===== config.mk =====
export PLATFORM = sky130hd
export DESIGN_NAME = neuron_seq_mac
export DESIGN_NICKNAME = d
export VERILOG_FILES = /design/src/rtl/neuron_pkg.sv /design/src/rtl/sm_mult.sv /design/src/rtl/neuron_seq_mac.sv
export SDC_FILE = /design/constraint.sdc
export NUM_CORES = 1
export LEC_CHECK = 0
export CELL_PAD_IN_SITES_DETAIL_PLACEMENT = 1
export CELL_PAD_IN_SITES_GLOBAL_PLACEMENT = 1
export CORE_MARGIN = 3
export CORE_UTILIZATION = 44
export CTS_CLUSTER_DIAMETER = 40
export CTS_CLUSTER_SIZE = 8
export DETAILED_ROUTE_END_ITERATION = 8
export GPL_TIMING_DRIVEN = 0
export PLACE_DENSITY = 0.87
export SLEW_MARGIN = 20
export SYNTH_ARGS = -nofsm -noshare
export SYNTH_HDL_FRONTEND = slang
export SYNTH_SLANG_ARGS = --single-unit
export TNS_END_PERCENT = 1

===== constraint.sdc =====
create_clock -name clk -period 8.39 [get_ports clk]
set_input_delay 1.2585 -clock clk [delete_from_list [all_inputs] [get_ports clk]]
set_output_delay 1.2585 -clock clk [all_outputs]
set_load 0.05 [all_outputs]

===== src/rtl/neuron_pkg.sv =====
// Shared types and helpers for the sequential sign-magnitude neuron:
// FSM state encoding, accumulator sizing, sign conversion and saturation limit.
package neuron_pkg;

  typedef enum logic [1:0] {
    IDLE,
    MAC,
    FINAL,
    DONE
  } state_t;

  function automatic int acc_width(input int num_inputs, input int data_w);
    return 2 * (data_w - 1) + $clog2(num_inputs) + 1;
  endfunction

  // Callers size-cast the result down to their own product width.
  function automatic logic [63:0] sm_to_tc(input logic neg, input logic [63:0] mag);
    return neg ? (~mag + 64'd1) : mag;
  endfunction

  function automatic int sat_max(input int data_w);
    return (1 << (data_w - 1)) - 1;
  endfunction

endpackage


===== src/rtl/sm_mult.sv =====
// Combinational sign-magnitude multiplier returning a two's-complement product.
// Negative zero (zero magnitude with sign set) collapses to plain zero.
module sm_mult
  import neuron_pkg::*;
#(
  parameter int DATA_W = 8
) (
  input  logic [DATA_W-1:0]       a,
  input  logic [DATA_W-1:0]       w,
  output logic [2*(DATA_W-1):0]   product
);

  localparam int MAG_W = 2 * (DATA_W - 1);

  logic [MAG_W-1:0] mag;
  logic             neg;

  always_comb begin
    mag     = MAG_W'(a[DATA_W-2:0]) * MAG_W'(w[DATA_W-2:0]);
    neg     = (a[DATA_W-1] ^ w[DATA_W-1]) && (mag != '0);
    product = (MAG_W + 1)'(sm_to_tc(neg, 64'(mag)));
  end

endmodule


===== src/rtl/neuron_seq_mac.sv =====
// Sequential neuron: one sign-magnitude product per cycle, then rescale and saturate.
// Define NEURON_RELU_EN to clamp negative results to zero.
module neuron_seq_mac
  import neuron_pkg::*;
#(
  parameter int NUM_INPUTS = 8,
  parameter int DATA_W     = 8,
  parameter int FRAC_BITS  = 6
) (
  input  logic                         clk,
  input  logic                         rst_n,
  input  logic [NUM_INPUTS*DATA_W-1:0] inputs,
  input  logic [NUM_INPUTS*DATA_W-1:0] weights,
  input  logic                         start_signal,
  output logic [DATA_W-1:0]            out,
  output logic                         ready_signal
);

  localparam int ACC_W  = acc_width(NUM_INPUTS, DATA_W);
  localparam int PROD_W = 2 * (DATA_W - 1) + 1;
  localparam int IDX_W  = $clog2(NUM_INPUTS + 1);
  localparam logic [IDX_W-1:0] LAST_IDX = IDX_W'(NUM_INPUTS);
  localparam logic [ACC_W-1:0] SAT_MAX  = ACC_W'(sat_max(DATA_W));

  state_t state, next_state;
  logic   load, mac_step, finish;

  logic [NUM_INPUTS*DATA_W-1:0] in_reg, w_reg;
  logic [IDX_W-1:0]             idx, sel;
  logic [DATA_W-1:0]            a_sel, w_sel;
  logic [PROD_W-1:0]            prod, prod_reg;
  logic [ACC_W-1:0]             acc, acc_abs, shifted;
  logic                         acc_neg, res_neg;
  logic [DATA_W-2:0]            res_mag;
  logic [DATA_W-1:0]            result;

  always_ff @(posedge clk or negedge rst_n) begin
    if (!rst_n) state <= IDLE;
    else        state <= next_state;
  end

  always_comb begin
    next_state = state;
    load       = 1'b0;
    mac_step   = 1'b0;
    finish     = 1'b0;
    case (state)
      IDLE, DONE: begin
        if (start_signal) begin
          load       = 1'b1;
          next_state = MAC;
        end
      end
      MAC: begin
        mac_step = 1'b1;
        if (idx == LAST_IDX) next_state = FINAL;
      end
      FINAL: begin
        finish     = 1'b1;
        next_state = DONE;
      end
      default: next_state = IDLE;
    endcase
  end

  // Product is registered, so MAC runs one extra drain cycle to absorb the last term.
  always_comb begin
    sel   = (idx < LAST_IDX) ? idx : '0;
    a_sel = in_reg[sel*DATA_W +: DATA_W];
    w_sel = w_reg[sel*DATA_W +: DATA_W];
  end

  sm_mult #(.DATA_W(DATA_W)) u_mult (
    .a       (a_sel),
    .w       (w_sel),
    .product (prod)
  );

  always_comb begin
    acc_neg = acc[ACC_W-1];
    acc_abs = acc_neg ? (~acc + ACC_W'(1)) : acc;
    shifted = acc_abs >> FRAC_BITS;
    res_mag = (shifted > SAT_MAX) ? SAT_MAX[DATA_W-2:0] : shifted[DATA_W-2:0];
    res_neg = acc_neg && (res_mag != '0);
`ifdef NEURON_RELU_EN
    result  = res_neg ? '0 : {1'b0, res_mag};
`else
    result  = {res_neg, res_mag};
`endif
  end

  always_ff @(posedge clk or negedge rst_n) begin
    if (!rst_n) begin
      in_reg       <= '0;
      w_reg        <= '0;
      idx          <= '0;
      prod_reg     <= '0;
      acc          <= '0;
      out          <= '0;
      ready_signal <= 1'b0;
    end else begin
      if (load) begin
        in_reg       <= inputs;
        w_reg        <= weights;
        idx          <= '0;
        acc          <= '0;
        ready_signal <= 1'b0;
      end
      if (mac_step) begin
        prod_reg <= prod;
        idx      <= idx + IDX_W'(1);
        if (idx != '0) acc <= acc + {{(ACC_W - PROD_W){prod_reg[PROD_W-1]}}, prod_reg};
      end
      if (finish) begin
        out          <= result;
        ready_signal <= 1'b1;
      end
    end
  end

endmodule


======== Word level (Yosys, flattened, before mapping) ========
Index checks and enable logic that the tools add are counted.
storage, ports and cells
  flip-flop bits (word level) ............. 176
  latch bits .............................. 0
  bits in writable memories ............... 0
  ROM bits ................................ 0
  input bits .............................. 131
  word-level logic and storage cells ...... 54
  memories kept ........................... 0
cells by class
  add/sub/neg operators ................... 4
  $mul .................................... 1
  div/mod/pow operators ................... 0
  order comparisons ....................... 2
  equality and inequality tests ........... 6
  shift-type cells ........................ 2
  mux-type cells .......................... 18
  bitwise operators ....................... 3
  reduce and logical (&&, ||, !) cells .... 10
operators by type and width
  operator               number
  $shiftx 64x8->8        2
  $mux 18                4
  $add 18x1->18 const B  1
  $add 18x18->18         1
  $not 18->18            1
  $add 15x1->15 const B  1
  $mux 15                1
  $not 14->15            1
  $mul 7x7->14           1
  $reduce_bool 14->1     1
  $gt 12x7->1 const B    1
  $mux 4                 3
  $mux 7                 1
  $reduce_bool 7->1      1
  $mux 1                 6
  $pmux 2 s3             1
  $add 4x1->4 const B    1
  $eq 2x2->1 const B     2
  $eq 4x4->1 const B     1
  $lt 4x4->1 const B     1
  $mux 2                 2
  $ne 2x2->1 const B     2
  $reduce_bool 2->1      2
  $reduce_bool 4->1      1
  6 further kinds        7

======== Depth between registers and ports, before layout ========
  depth in word-level cells ............... 7
  depth in mapped cells ................... 28
  gate-level depth less buffers ........... 24

======== Modules after synthesis ========
Synthesis repeated with hierarchy kept, for this count alone.
second synthesis, totals
  cell total of the unflattened synthesis .. 882
  area, all modules ....................... 10618.9 µm²
modules (own cells, without submodules)
  module          instances  cells an instance  area each (µm²)
  neuron_seq_mac  1          633                8531.9
  sm_mult         1          249                2087.0

======== Worst setup path before layout ========
No wires, ideal clock.
  path type ............................... register to register
  start ................................... register idx[2]
  end ..................................... register prod_reg[9]
  setup time .............................. 0.092 ns
  data arrival time ....................... 6.243 ns
  slack ................................... 2.055 ns
  cell stages (with the launch flop) ...... 26
  buffers on the path ..................... 3
  clock period less this slack ............ 6.335 ns
  cell sequence ........................... dfrtp_1 > buf_2 > and2b_1 > buf_6 > clkbuf_1 > mux4_2 > nand2_1 > o21ai_0 > inv_1 > or2_2 > fa_1 > fa_1 > inv_1 > fa_1 > inv_1 > fa_1 > inv_1 > ha_1 > and2_1 > a311o_1 > or4_4 > and2_4 > o2111a_2 > nand4_4 > a31oi_1 > o31ai_2
on the way
  longest elaborated chain between the ends .. 7
ends and longest elaborated chain
  what                                                       line                                        RTL
  start, declared                                            neuron_seq_mac.sv:29                        logic [IDX_W-1:0] idx, sel;
  start signal, assigned                                     neuron_seq_mac.sv:111                       idx <= idx + IDX_W'(1);
  $lt 4x4->1                                                 neuron_seq_mac.sv:68                        sel = (idx < LAST_IDX) ? idx : '0;
  $mux 4 *                                                   neuron_seq_mac.sv:68
  $shiftx 64x8->8, on equally long branches                  neuron_seq_mac.sv:69, neuron_seq_mac.sv:70
  $mul 7x7->14                                               sm_mult.sv:19                               mag = MAG_W'(a[DATA_W-2:0]) * MAG_W'(w[DATA_W-2:0]);
  $not 14->15 / $reduce_bool 14->1 (equally long branches)   neuron_pkg.sv:18, sm_mult.sv:20
  $add 15x1->15 / $logic_and 1x1->1 (equally long branches)  neuron_pkg.sv:18, sm_mult.sv:20
  $mux 15 *                                                  neuron_pkg.sv:18                            return neg ? (~mag + 64'd1) : mag;
  end signal, assigned                                       neuron_seq_mac.sv:110                       prod_reg <= prod;
  end, declared                                              neuron_seq_mac.sv:31                        logic [PROD_W-1:0] prod, prod_reg;
Every way passes the cells marked *; elsewhere a longest branch is shown, timed or not.
A chain may end at the register's enable or synchronous reset.

======== Final worst setup path ========
  start ................................... register idx[0]
  end ..................................... register prod_reg[9]
The elaborated chain is that of the path after synthesis.

==> results.toml <==
[die]
boundaryPins = 140
die_h_um = 163
start_util = 0.454
rows = 56
die_x_um = 163
core_mm2 = 0.0238
die_area_mm2 = 0.0265

[sta]
slew_headroom = 0.254
worstMarginPinSlew_ns = 1.11
setup-violations-final = 0
fin_tns_setup_ns = 0
drv_slew = 0
grt_setup_unrepaired = "no"
finalClockSkew_ns = 0.0225
hold_viol = 0
clock.fmax_mhz = 127
fin_crit_ns = 7.86
setup_ws_ns = 0.525
post-route-period-util = 0.937

[clock_network]
cts_resized = 0
cts-root-buf = "clkbuf_16"
clk_pin_slew_ns = 0.08
clockBufferDepth = 2
cts.sinks = 176
cts_hold_buf = 0
cts-buffers-inserted = 17
h-tree-depth = 4
clock_latency_ns = 0.45
cts_setup_buffers = 0
cts_tree = "built"

[global_routing]
grtUsageTotal = 0.281
grt_pass1_vias = 10100
grt_max_degree = 98
overflow = 0
grt_pass1_wl_um = 57400
antenna_found_initial = 0

[route]
vias = 8919
dr.pass1.iters = 5
wl_um = 37000
detail_route.wl_per_cell_um = 24.6
drc = 0
ant_nets = 0
drt_iter0_drc = 562
drt-vias-per-instance = 5.93

[synth]
synthMuxAreaShare = 0.174
synth_top_family_by_area = "multiplexers"
synthDistinctLibCells = 73
ys_seq_area_frac = 0.407
synth_fa_ha_area_frac = 0.110
synth_compound_area_frac = 0.123
ys_seq_elements = 176
syn_inst = 1013
synth_nets = 1224
ys_async_sr_fraction = 1.00
yosys.area_share.simple = 0.120
synth-edff-count = 0
synth_ff_type = "dfrtp_1"
synthXorXnorAreaFrac = 0.0267
syn_area_mm2 = 0.0108
ys_warn_count = 0
syn_avg_cell_area_um2 = 10.7

[place]
dp_hpwl_um = 26300
place_congestion = 0.814
dpl_worst_slack_ns = 0.675
dp_cells = 1472
portBuffers = 139

[worst_setup_path]
cp_max_fo = 10
worst_path_max_delay_cell = "o21ai_0"
cp_common_cell = "fa_1"
slowest_delay_ns = 0.87
required_ns = 8.74
worstPathArrival_ns = 8.21
cp-end-kind = "register"
start_kind = "register"
path_cells = "buf_4, clkbuf_1, buf_1, a21oi_1, o21ai_0, nand2_1, fa_1, fa_1, inv_1, fa_1, inv_1, fa_1, inv_1, ha_1, and2_1, a311o_1, o21ai_2, a211oi_1, a311oi_2, nand4_4, and4_1, o31ai_2"
worstSetupPathType = "register to register"

[outcome]
status = "finished, final reports clean"

[cells_and_area]
nets = 1383
area_delta_synth_final_pct = 22.7
drive_above_1_share = 0.179
instances_no_fill = 1505
nFillCells = 2526

[hold_path]
worstHoldPathType = "register to register"

[flow_run]
maxCapViolCount = 0
stage by stage:
stage	util	hold WS [ns]	area [µm²]
detailed placement	0.531	0.465	12600
floorplan	-	0.459	10800
CTS	0.558	0.483	13300
global route	0.558	0.523	13300
finish	0.558	0.480	13300
global placement	0.530	0.459	12600
area by class of cell:
class	instances	area, µm²	area share
multi-input cells	731	6000	0.452
flip-flops and latches	176	4400	0.332
repair buffers	140	1420	0.107
clock buffers	17	425	0.0320
well taps	319	399	0.0300
plain buffers	52	216	0.0163
clock inverters	15	208	0.0156
inverters	54	203	0.0153
diodes	1	2.50	0.000188
logic make-up (layout without fill, tap and decap cells):
logic type	Yosys count	after routing
and+or+nand+nor	258	258
AOI/OAI and AO/OA	207	207
buffers and inverters	106	278
adders and majority gates	80	80
xor gates and xnor gates	33	33
muxes	153	153
other	0	1
DFF	176	176
cells in the mapped netlist, drive strengths merged (14+ instances only):
cell / number / area share
a31oi: 20 / 0.012
o21ai: 69 / 0.033
and2: 26 / 0.015
inv: 54 / 0.019
dfrtp: 176 / 0.41
a21oi: 41 / 0.019
mux2: 134 / 0.14
fa: 25 / 0.046
xor2: 19 / 0.015
nand2: 67 / 0.023
ha: 55 / 0.064
clkbuf: 39 / 0.014
mux4: 15 / 0.031
xnor2: 14 / 0.011
nand3: 27 / 0.012
nor2: 62 / 0.021
routing by layer:
| metal | GRT usage | routed length [µm] |
|---|---|---|
| met4 | 0.108 | 1300 |
| met3 | 0.0636 | 1970 |
| met2 | 0.525 | 19800 |
| met1 | 0.308 | 13900 |
| met5 | 0 | 0 |
cells in the final DEF (no fill, tap or decap), types with 27 or more instances in the layout:
master / n
inv_1: 53
nor2_1: 62
ha_1: 55
dfrtp_1: 176
o21ai_0: 62
nand2_1: 67
clkbuf_1: 39
nand3_1: 27
clkdlybuf4s50_1: 138
mux2_2: 134
a21oi_1: 41
worst paths after layout:
check	from	endpoint	slack (ns)	cells past startpoint
min in group asynchronous	rst_n	acc[13]$_DFF_PN0_	0.79	1
max	idx[0]$_DFFE_PN0P_	prod_reg[9]$_DFFE_PN0P_	0.53	22
max in group asynchronous	rst_n	in_reg[30]$_DFFE_PN0P_	6.65	2
min	ready_signal$_DFFE_PN0P_	ready_signal$_DFFE_PN0P_	0.48	1
max reg2reg	idx[0]$_DFFE_PN0P_	prod_reg[9]$_DFFE_PN0P_	0.53	22
min reg2reg	ready_signal$_DFFE_PN0P_	ready_signal$_DFFE_PN0P_	0.48	1
worst max-delay path: cells and delay by family, from the launching register on:
family                     cells  cell delay [ns]
AOI/OAI and AO/OA              7             2.36
DFF                            1             0.52
buffers and inverters          6             1.51
and+or+nand+nor                4             0.91
adders and majority gates      5             2.43
Power is left out: the tool's default activity adds up to more than one toggle a clock period on the data nets, which glitch-free logic cannot reach.
